`config.mk`:
```
export PLATFORM = sky130hd
export DESIGN_NAME = ibpd_debounce
export DESIGN_NICKNAME = d
export VERILOG_FILES = /design/src/rtl/ibpd_debounce.sv
export SDC_FILE = /design/constraint.sdc
export NUM_CORES = 1
export LEC_CHECK = 0
export ABC_AREA = 1
export CAP_MARGIN = 20
export CELL_PAD_IN_SITES_DETAIL_PLACEMENT = 1
export CELL_PAD_IN_SITES_GLOBAL_PLACEMENT = 2
export CORE_UTILIZATION = 29
export DETAILED_ROUTE_END_ITERATION = 12
export GPL_TIMING_DRIVEN = 0
export PLACE_DENSITY_LB_ADDON = 0.1
export RECOVER_POWER = 50
export SLEW_MARGIN = 20
export SYNTH_ARGS = -nofsm -noshare
export SYNTH_HDL_FRONTEND = slang
export SYNTH_SLANG_ARGS = --single-unit
```
`constraint.sdc`:
```
create_clock -name CLK -period 1.8 [get_ports CLK]
set_clock_uncertainty 0.2 [all_clocks]
set_input_delay 0.54 -clock CLK [delete_from_list [all_inputs] [get_ports CLK]]
set_output_delay 0.54 -clock CLK [all_outputs]
set_load 0.02 [all_outputs]
```
`src/rtl/ibpd_debounce.sv`:
```
// Synchroniser plus debounce filter for a pulled-down pad input: clean level Q with RISE/FALL strobes.
// Optional rejected-pulse counter on GLITCH_CNT when IBPD_DBNC_GLITCH_CNT_EN is defined.
//
// state     | meaning
// STABLE_LO | Q=0, waiting for S=1
// CHECK_HI  | S went high, counting consecutive high samples
// STABLE_HI | Q=1, waiting for S=0
// CHECK_LO  | S went low, counting consecutive low samples
module ibpd_debounce #(
  parameter int SYNC_STAGES  = 2,
  parameter int DEBOUNCE_CNT = 16,
  localparam int CNT_W       = $clog2(DEBOUNCE_CNT + 1)
) (
  input  logic       CLK,
  input  logic       RST,
  input  logic       I,
  output logic       Q,
  output logic       RISE,
  output logic       FALL,
  output logic       BUSY
`ifdef IBPD_DBNC_GLITCH_CNT_EN
  , output logic [7:0] GLITCH_CNT
`endif
);

  typedef enum logic [1:0] {
    STABLE_LO = 2'd0,
    CHECK_HI  = 2'd1,
    STABLE_HI = 2'd2,
    CHECK_LO  = 2'd3
  } state_e;

  localparam logic [CNT_W-1:0] CNT_MAX = CNT_W'(DEBOUNCE_CNT);
  localparam logic [CNT_W-1:0] CNT_ONE = CNT_W'(1);

  logic [SYNC_STAGES-1:0] sync_q, sync_d;
  state_e                 state_q, state_d;
  logic [CNT_W-1:0]       cnt_q, cnt_d, cnt_inc;
  logic                   q_q, q_d;
  logic                   rise_q, rise_d;
  logic                   fall_q, fall_d;
  logic                   busy_q, busy_d;
  logic                   s;

  // Plain shift chain: nothing may sit between synchroniser flops.
  always_comb begin
    sync_d = {sync_q[SYNC_STAGES-2:0], I};
  end

  assign s       = sync_q[SYNC_STAGES-1];
  assign cnt_inc = cnt_q + CNT_ONE;

  always_comb begin
    state_d = state_q;
    cnt_d   = cnt_q;
    q_d     = q_q;
    rise_d  = 1'b0;
    fall_d  = 1'b0;
    unique case (state_q)
      STABLE_LO: begin
        if (s) begin
          if (DEBOUNCE_CNT == 1) begin
            state_d = STABLE_HI;
            q_d     = 1'b1;
            rise_d  = 1'b1;
          end else begin
            state_d = CHECK_HI;
            cnt_d   = CNT_ONE;
          end
        end
      end
      CHECK_HI: begin
        if (s) begin
          if (cnt_inc == CNT_MAX) begin
            state_d = STABLE_HI;
            cnt_d   = '0;
            q_d     = 1'b1;
            rise_d  = 1'b1;
          end else begin
            cnt_d = cnt_inc;
          end
        end else begin
          state_d = STABLE_LO;
          cnt_d   = '0;
        end
      end
      STABLE_HI: begin
        if (!s) begin
          if (DEBOUNCE_CNT == 1) begin
            state_d = STABLE_LO;
            q_d     = 1'b0;
            fall_d  = 1'b1;
          end else begin
            state_d = CHECK_LO;
            cnt_d   = CNT_ONE;
          end
        end
      end
      CHECK_LO: begin
        if (!s) begin
          if (cnt_inc == CNT_MAX) begin
            state_d = STABLE_LO;
            cnt_d   = '0;
            q_d     = 1'b0;
            fall_d  = 1'b1;
          end else begin
            cnt_d = cnt_inc;
          end
        end else begin
          state_d = STABLE_HI;
          cnt_d   = '0;
        end
      end
      default: begin
        state_d = STABLE_LO;
        cnt_d   = '0;
        q_d     = 1'b0;
      end
    endcase
    busy_d = (state_d == CHECK_HI) || (state_d == CHECK_LO);
  end

  always_ff @(posedge CLK) begin
    if (RST) begin
      sync_q  <= '0;
      state_q <= STABLE_LO;
      cnt_q   <= '0;
      q_q     <= 1'b0;
      rise_q  <= 1'b0;
      fall_q  <= 1'b0;
      busy_q  <= 1'b0;
    end else begin
      sync_q  <= sync_d;
      state_q <= state_d;
      cnt_q   <= cnt_d;
      q_q     <= q_d;
      rise_q  <= rise_d;
      fall_q  <= fall_d;
      busy_q  <= busy_d;
    end
  end

  assign Q    = q_q;
  assign RISE = rise_q;
  assign FALL = fall_q;
  assign BUSY = busy_q;

`ifdef IBPD_DBNC_GLITCH_CNT_EN
  logic [7:0] gc_q, gc_d;
  logic       glitch;

  // An abort is any qualification that falls back to the level it started from.
  assign glitch = ((state_q == CHECK_HI) && !s) || ((state_q == CHECK_LO) && s);

  always_comb begin
    gc_d = gc_q;
    if (glitch && (gc_q != 8'hFF)) begin
      gc_d = gc_q + 8'd1;
    end
  end

  always_ff @(posedge CLK) begin
    if (RST) begin
      gc_q <= '0;
    end else begin
      gc_q <= gc_d;
    end
  end

  assign GLITCH_CNT = gc_q;
`endif

endmodule
```
== After elaboration in Yosys (flattened, before gate mapping) ==
Cells that the tools add are included.

* Flip-flop bits (word level): 13
* Output and inout bits: 4
* Bits of input ports: 3
* Logic and storage cells: 49

* Muxes and demuxes: 19
* Bitwise operators: 3
* Add/subtract/negate cells: 1
* Reductions and logical operators: 7
* Eq/ne operators: 12

{| class="wikitable"
|+ Operator list
! operator !! number
|-
| 5-bit two-way mux || 5
|-
| 5-bit one-hot mux with 4 select lines || 1
|-
| 2-bit two-way mux || 6
|-
| 2-bit inequality test, second input constant || 6
|-
| 2-bit one-hot mux with 4 select lines || 1
|-
| 2-bit equality test, second input constant || 3
|-
| 3-bit OR reduction || 2
|-
| 5-bit by 1-bit adder with 5-bit output, second input constant || 1
|-
| 5-bit equality test, second input constant || 1
|-
| 1-bit two-way mux || 5
|-
| 5-bit AND reduction || 1
|-
| 2-bit by 1-bit equality test with 1-bit output, second input constant || 2
|-
| 1-bit NOT || 3
|-
| 2-bit zero test || 1
|-
| 1-bit one-hot mux with 2 select lines || 1
|-
| 2-bit AND reduction || 1
|-
| 2-bit nonzero test || 1
|-
| 1-bit logical OR || 1
|}

== Longest topological paths before layout ==
* Depth in word-level cells: 7
* Mapped depth: 10
* Mapped depth without buffers: 10

== Worst setup path after synthesis ==
Ideal clock, no wire load.

* Path type: register to register
* Start: reg cnt_q[0]
* End: reg q_q, in the netlist Q
* Data required time: 1.488 ns
* Buffers on the path: 0
* Arrival: 1.127 ns
* Library setup time: 0.112 ns
* Cell stages (with the launch flop): 10
* Period minus slack after synthesis: 1.438 ns
* Path slack: 0.362 ns
* Cells stage by stage: dfxtp_1 ha_1 nand2_1 inv_2 nand3_1 nand2_2 nor2_4 nand2_4 nor2_2 nor2_1

* Cells in the longest elaborated chain, start to end: 4
* Elaborated cells on any way between the ends: 5
* Those cells by class: add/sub (1); eq/ne (3); reduce/logical (1)

{| class="wikitable"
|+ RTL lines
! item !! line !! source
|-
| from (decl) || 38 || <nowiki>logic [CNT_W-1:0] cnt_q, cnt_d, cnt_inc;</nowiki>
|-
| from (signal assigned) || 135 || <nowiki>cnt_q <= cnt_d;</nowiki>
|-
| 5-bit by 1-bit adder with 5-bit output * || 51 || <nowiki>assign cnt_inc = cnt_q + CNT_ONE;</nowiki>
|-
| 5-bit equality test * || 74, 101 ||
|-
| 2-bit inequality test (no source line) || -- ||
|-
| 5-bit AND reduction (no source line) * || -- ||
|-
| to (signal assigned) || 136 || <nowiki>q_q <= q_d;</nowiki>
|-
| to (decl) || 39 || <nowiki>logic q_q, q_d;</nowiki>
|}

Mark *: on every way between the ends. The rest lies on a longest branch, timed or not.
A chain may end at the register's enable or synchronous reset.

==> results.md <==
Outcome:
- The flow ran to the end, and the final reports show no timing, DRC or antenna violations.

Floorplanning:
- The initial utilization of the core area, before any placement, comes to 32.2%.
- From left edge to right edge, the die measures between 40 and 50 um.
- The core region is 0.00178 mm^2.
- The area of the die is roughly 0.0022 mm^2.
- In this run the count of I/O pins placed on the die edge is 7.
- In this run the core area contains 15 standard-cell rows.
- The chip height is ~47 um.

Clock network:
- TritonCTS built the clock tree.
- The post-cts gate resize count is 4.
- The maximum count of clock buffers along a single path is 2.
- In this run, post-CTS hold repair placed 0 buffers.
- After clock tree synthesis, the setup repair step added 0 buffers.
- At the later pin of the worst-skew pair, clock insertion delay measures 0.27 ns.
- Counting every sink on the clock net gives 13.
- The library cell used as clock root buffer is sky130_fd_sc_hd__clkbuf_4.
- The CTS clock-pin slew for the worst setup and hold paths is 0.08 ns.
- Counting the buffers created by CTS gives 3.
- The H-tree depth is 1.

Synthesis:
- The cell count after synthesis is 76.
- sky130_fd_sc_hd__dfxtp_1 takes more of the synthesized area than any other cell.
- The top-area cell type share of the netlist area is 45.3%.
- After synthesis the netlist holds a flip-flop and latch count of 13.
- For this run, the register share of the synthesized area comes to between 40 and 50%.
- Yosys attributes the largest share of cell area to sky130_fd_sc_hd__dfxtp_1 (45%), sky130_fd_sc_hd__nand2_1 (11%), sky130_fd_sc_hd__inv_1 (7.2%).
- In this run the mean area of a mapped cell was 7.56 um^2.
- The number of distinct library cell variants in the gate-level netlist after synthesis is 17.
- The number of synthesis warnings is 0.
- The cell area that synthesis handed to floorplanning was 574 um^2.
- When the netlist entered floorplanning its net count stood at 80.

Layout:
- The library cell used most frequently in the layout, excluding fill and tap cells, is sky130_fd_sc_hd__nand2_1.
- At the end of the flow, the number of nets in the layout was just over 90.
- The total of fill cells in the finished design is ~240.
- Compared with the post-synthesis result, the final layout area differs by 19.4%.
- The share of post-route cells with drive strength above 1 is a little under a fifth.
- The count of cells in the finished layout, fillers not included, comes to roughly 110.
- The number of antenna diodes in the final layout is 0.
- Cells fill between 30% and 40% of the core in the end.
- The top cell types in the final layout, fill and taps aside, are sky130_fd_sc_hd__nand2_1 (17), sky130_fd_sc_hd__dfxtp_1 (13), sky130_fd_sc_hd__inv_1 (11).

STA:
- Setup repair after global routing left no endpoint under its margin.
- Counting I/O delays and the setup requirement, the final critical path takes ~1.7 ns.
- The slew at the pin closest to its max-slew limit is between 0.4 and 0.5 ns.
- The number of pins with negative max-slew slack in the final report is 0.
- The sum of negative setup slack is 0 ns.
- The final critical path takes up 92.2% of the cycle.
- Headroom to the max-slew limit came out at about two thirds.
- Across all hold checks on the routed design, the worst slack comes to between 0.2 and 0.25 ns.
- The final setup violation count is 0.
- The count of final hold-check violations is 0.
- Based on the critical path, the design can be clocked at up to 0.602 GHz.

Placed design:
- The port buffer count is 6.
- The placer's final routability congestion estimate is 0.735.
- Detailed placement ended at an HPWL of 864 um.
- The post-placement cell count is approximately 110.

Worst hold path:
- Along the worst hold path, the cell count comes to 2.
- The worst min-delay path class is reg2reg.

Pwr:
- The share of total power dissipated in the clock network is 35.5%.
- The power share of the sequential group is about 60%.
- The internal portion of the total power is between 0.3 and 0.4 mW.
- The switching share of power is between 20% and 30%.
- The leakage component of the power is 0.312 nW.
- Dividing total power by cell area gives a power density of 718 mW/mm^2.
- The worst vdd rail ir drop is 0.436 mV.
- For this design the total switching power over the nets is 0.110 mW.
- The part of the power in combinational logic is 4.5%.

Detailed routing:
- Summed over all layers, the routed wires come to ~1100 um.
- The average wire per standard cell is a little under 10 um.
- The iteration count of the initial detailed-routing pass is 4.
- The post-route DRC violation count is 0.
- The number of vias after detailed routing is 477.
- The number of vias per cell is 4.30.
- The remaining antenna violation count is 0.
- The first routing iteration left 7 violations.

Global route:
- The all-layer global routing usage is roughly 14%.
- The first global-routing pass estimated 2040 um of wire.
- Entering global routing, the biggest net connects 11 pins.
- The number of antenna violations at the first check in global routing is 0.
- The number of global-route vias before repair is roughly 480.
- The sum of overflow across all layers after global routing is 0.

Critical path:
- The critical setup path kind is in2reg.
- The worst setup path is launched from an input port.
- The number of cells on the worst reg-to-reg path is 8.
- The arrival time at the worst endpoint is about 1.6 ns.
- The sort of element at the end of the critical path is a flop.
- At the worst endpoint, the required time is 1.77 ns.
- Of all nets on the critical path, the largest fanout is 10.

Flow run:
- Across the run, the number of max-cap violations was 0.
==> per-stage QoR <==
step | cell area (um^2) | setup WS [ns] | power (mW)
after global routing | 686 | 0.0445 | 0.517
after detailed placement | 666 | -0.181 | 0.326
after global placement | 666 | -0.181 | 0.326
final | 686 | 0.140 | 0.493
after floorplan | 574 | 0.362 | 0.316
after CTS | 688 | 0.113 | 0.504
==> state kept, by name, summed over array words and instances (netlist names) <==
signal / cells
cnt_q: 5
state_q: 2
sync_q: 2
BUSY: 1
FALL: 1
Q: 1
RISE: 1
==> power by group through the flow <==
stage / sequential (mW) / clock, mW / combinational [mW]
6_report: 0.295 / 0.175 / 0.0224
5_1_grt: 0.296 / 0.195 / 0.0258
4_1_cts: 0.296 / 0.185 / 0.0236
3_5_place_dp: 0.302 / 0 / 0.0238
3_3_place_gp: 0.302 / 0 / 0.0239
2_1_floorplan: 0.302 / 0 / 0.0133
==> area by class of cell <==
cell class	count	area, um^2	share of cell area, %
Sequential cell	13	260	38.0
Timing Repair Buffer	6	55.1	8.03
Clock buffer	3	22.5	3.28
Buffer	1	3.75	0.547
Multi-Input combinational cell	50	263	38.3
Clock inverter	1	5.00	0.730
Tap cell	25	31.3	4.56
Inverter	12	45.0	6.57
==> final timing paths <==
kind / from / to / slack, ns
max: RST / cnt_q[0]$_SDFFE_PP0P_ / 0.14
min reg2reg: sync_q[0]$_SDFF_PP0_ / sync_q[1]$_SDFF_PP0_ / 0.21
min: sync_q[0]$_SDFF_PP0_ / sync_q[1]$_SDFF_PP0_ / 0.21
max reg2reg: cnt_q[0]$_SDFFE_PP0P_ / BUSY$_SDFF_PP0_ / 0.22
==> critical path, stage by stage <==
cell,delay [ns]
sky130_fd_sc_hd__clkdlybuf4s50_1,0.47
sky130_fd_sc_hd__clkbuf_1,0.40
sky130_fd_sc_hd__a21oi_1,0.07
sky130_fd_sc_hd__o21ai_0,0.10
sky130_fd_sc_hd__inv_1,0.05
==> logic make-up after synthesis <==
kind of cell,count (synthesis),synth area share [%]
DFF,13,45.3
buffers and inverters,13,8.50
adders and majority gates,1,2.18
and+or+nand+nor,41,37.0
AOI/OAI and AO/OA,8,6.97
==> cell usage after synthesis <==
master	n
sky130_fd_sc_hd__inv_2	1
sky130_fd_sc_hd__dfxtp_1	13
sky130_fd_sc_hd__nand3_2	1
sky130_fd_sc_hd__nand3_1	4
sky130_fd_sc_hd__nor2_2	2
sky130_fd_sc_hd__inv_1	11
sky130_fd_sc_hd__nor3_2	2
sky130_fd_sc_hd__nor2_4	1
sky130_fd_sc_hd__o21ai_0	2
sky130_fd_sc_hd__nand2_2	5
sky130_fd_sc_hd__ha_1	1
sky130_fd_sc_hd__nand4_1	1
sky130_fd_sc_hd__a21oi_1	6
sky130_fd_sc_hd__nand2_1	17
sky130_fd_sc_hd__nand2_4	1
sky130_fd_sc_hd__clkbuf_1	1
sky130_fd_sc_hd__nor2_1	7
==> metal layers <==
layer	vias to the layer above	wire length, um	global-route usage, %
met5	-	0	0
met4	0	17	7.06
met3	2	29	5.88
met2	6	495	19.4
met1	216	543	17.9
li1	253	-	-
Note: power is estimated with default switching activity, not from simulation.
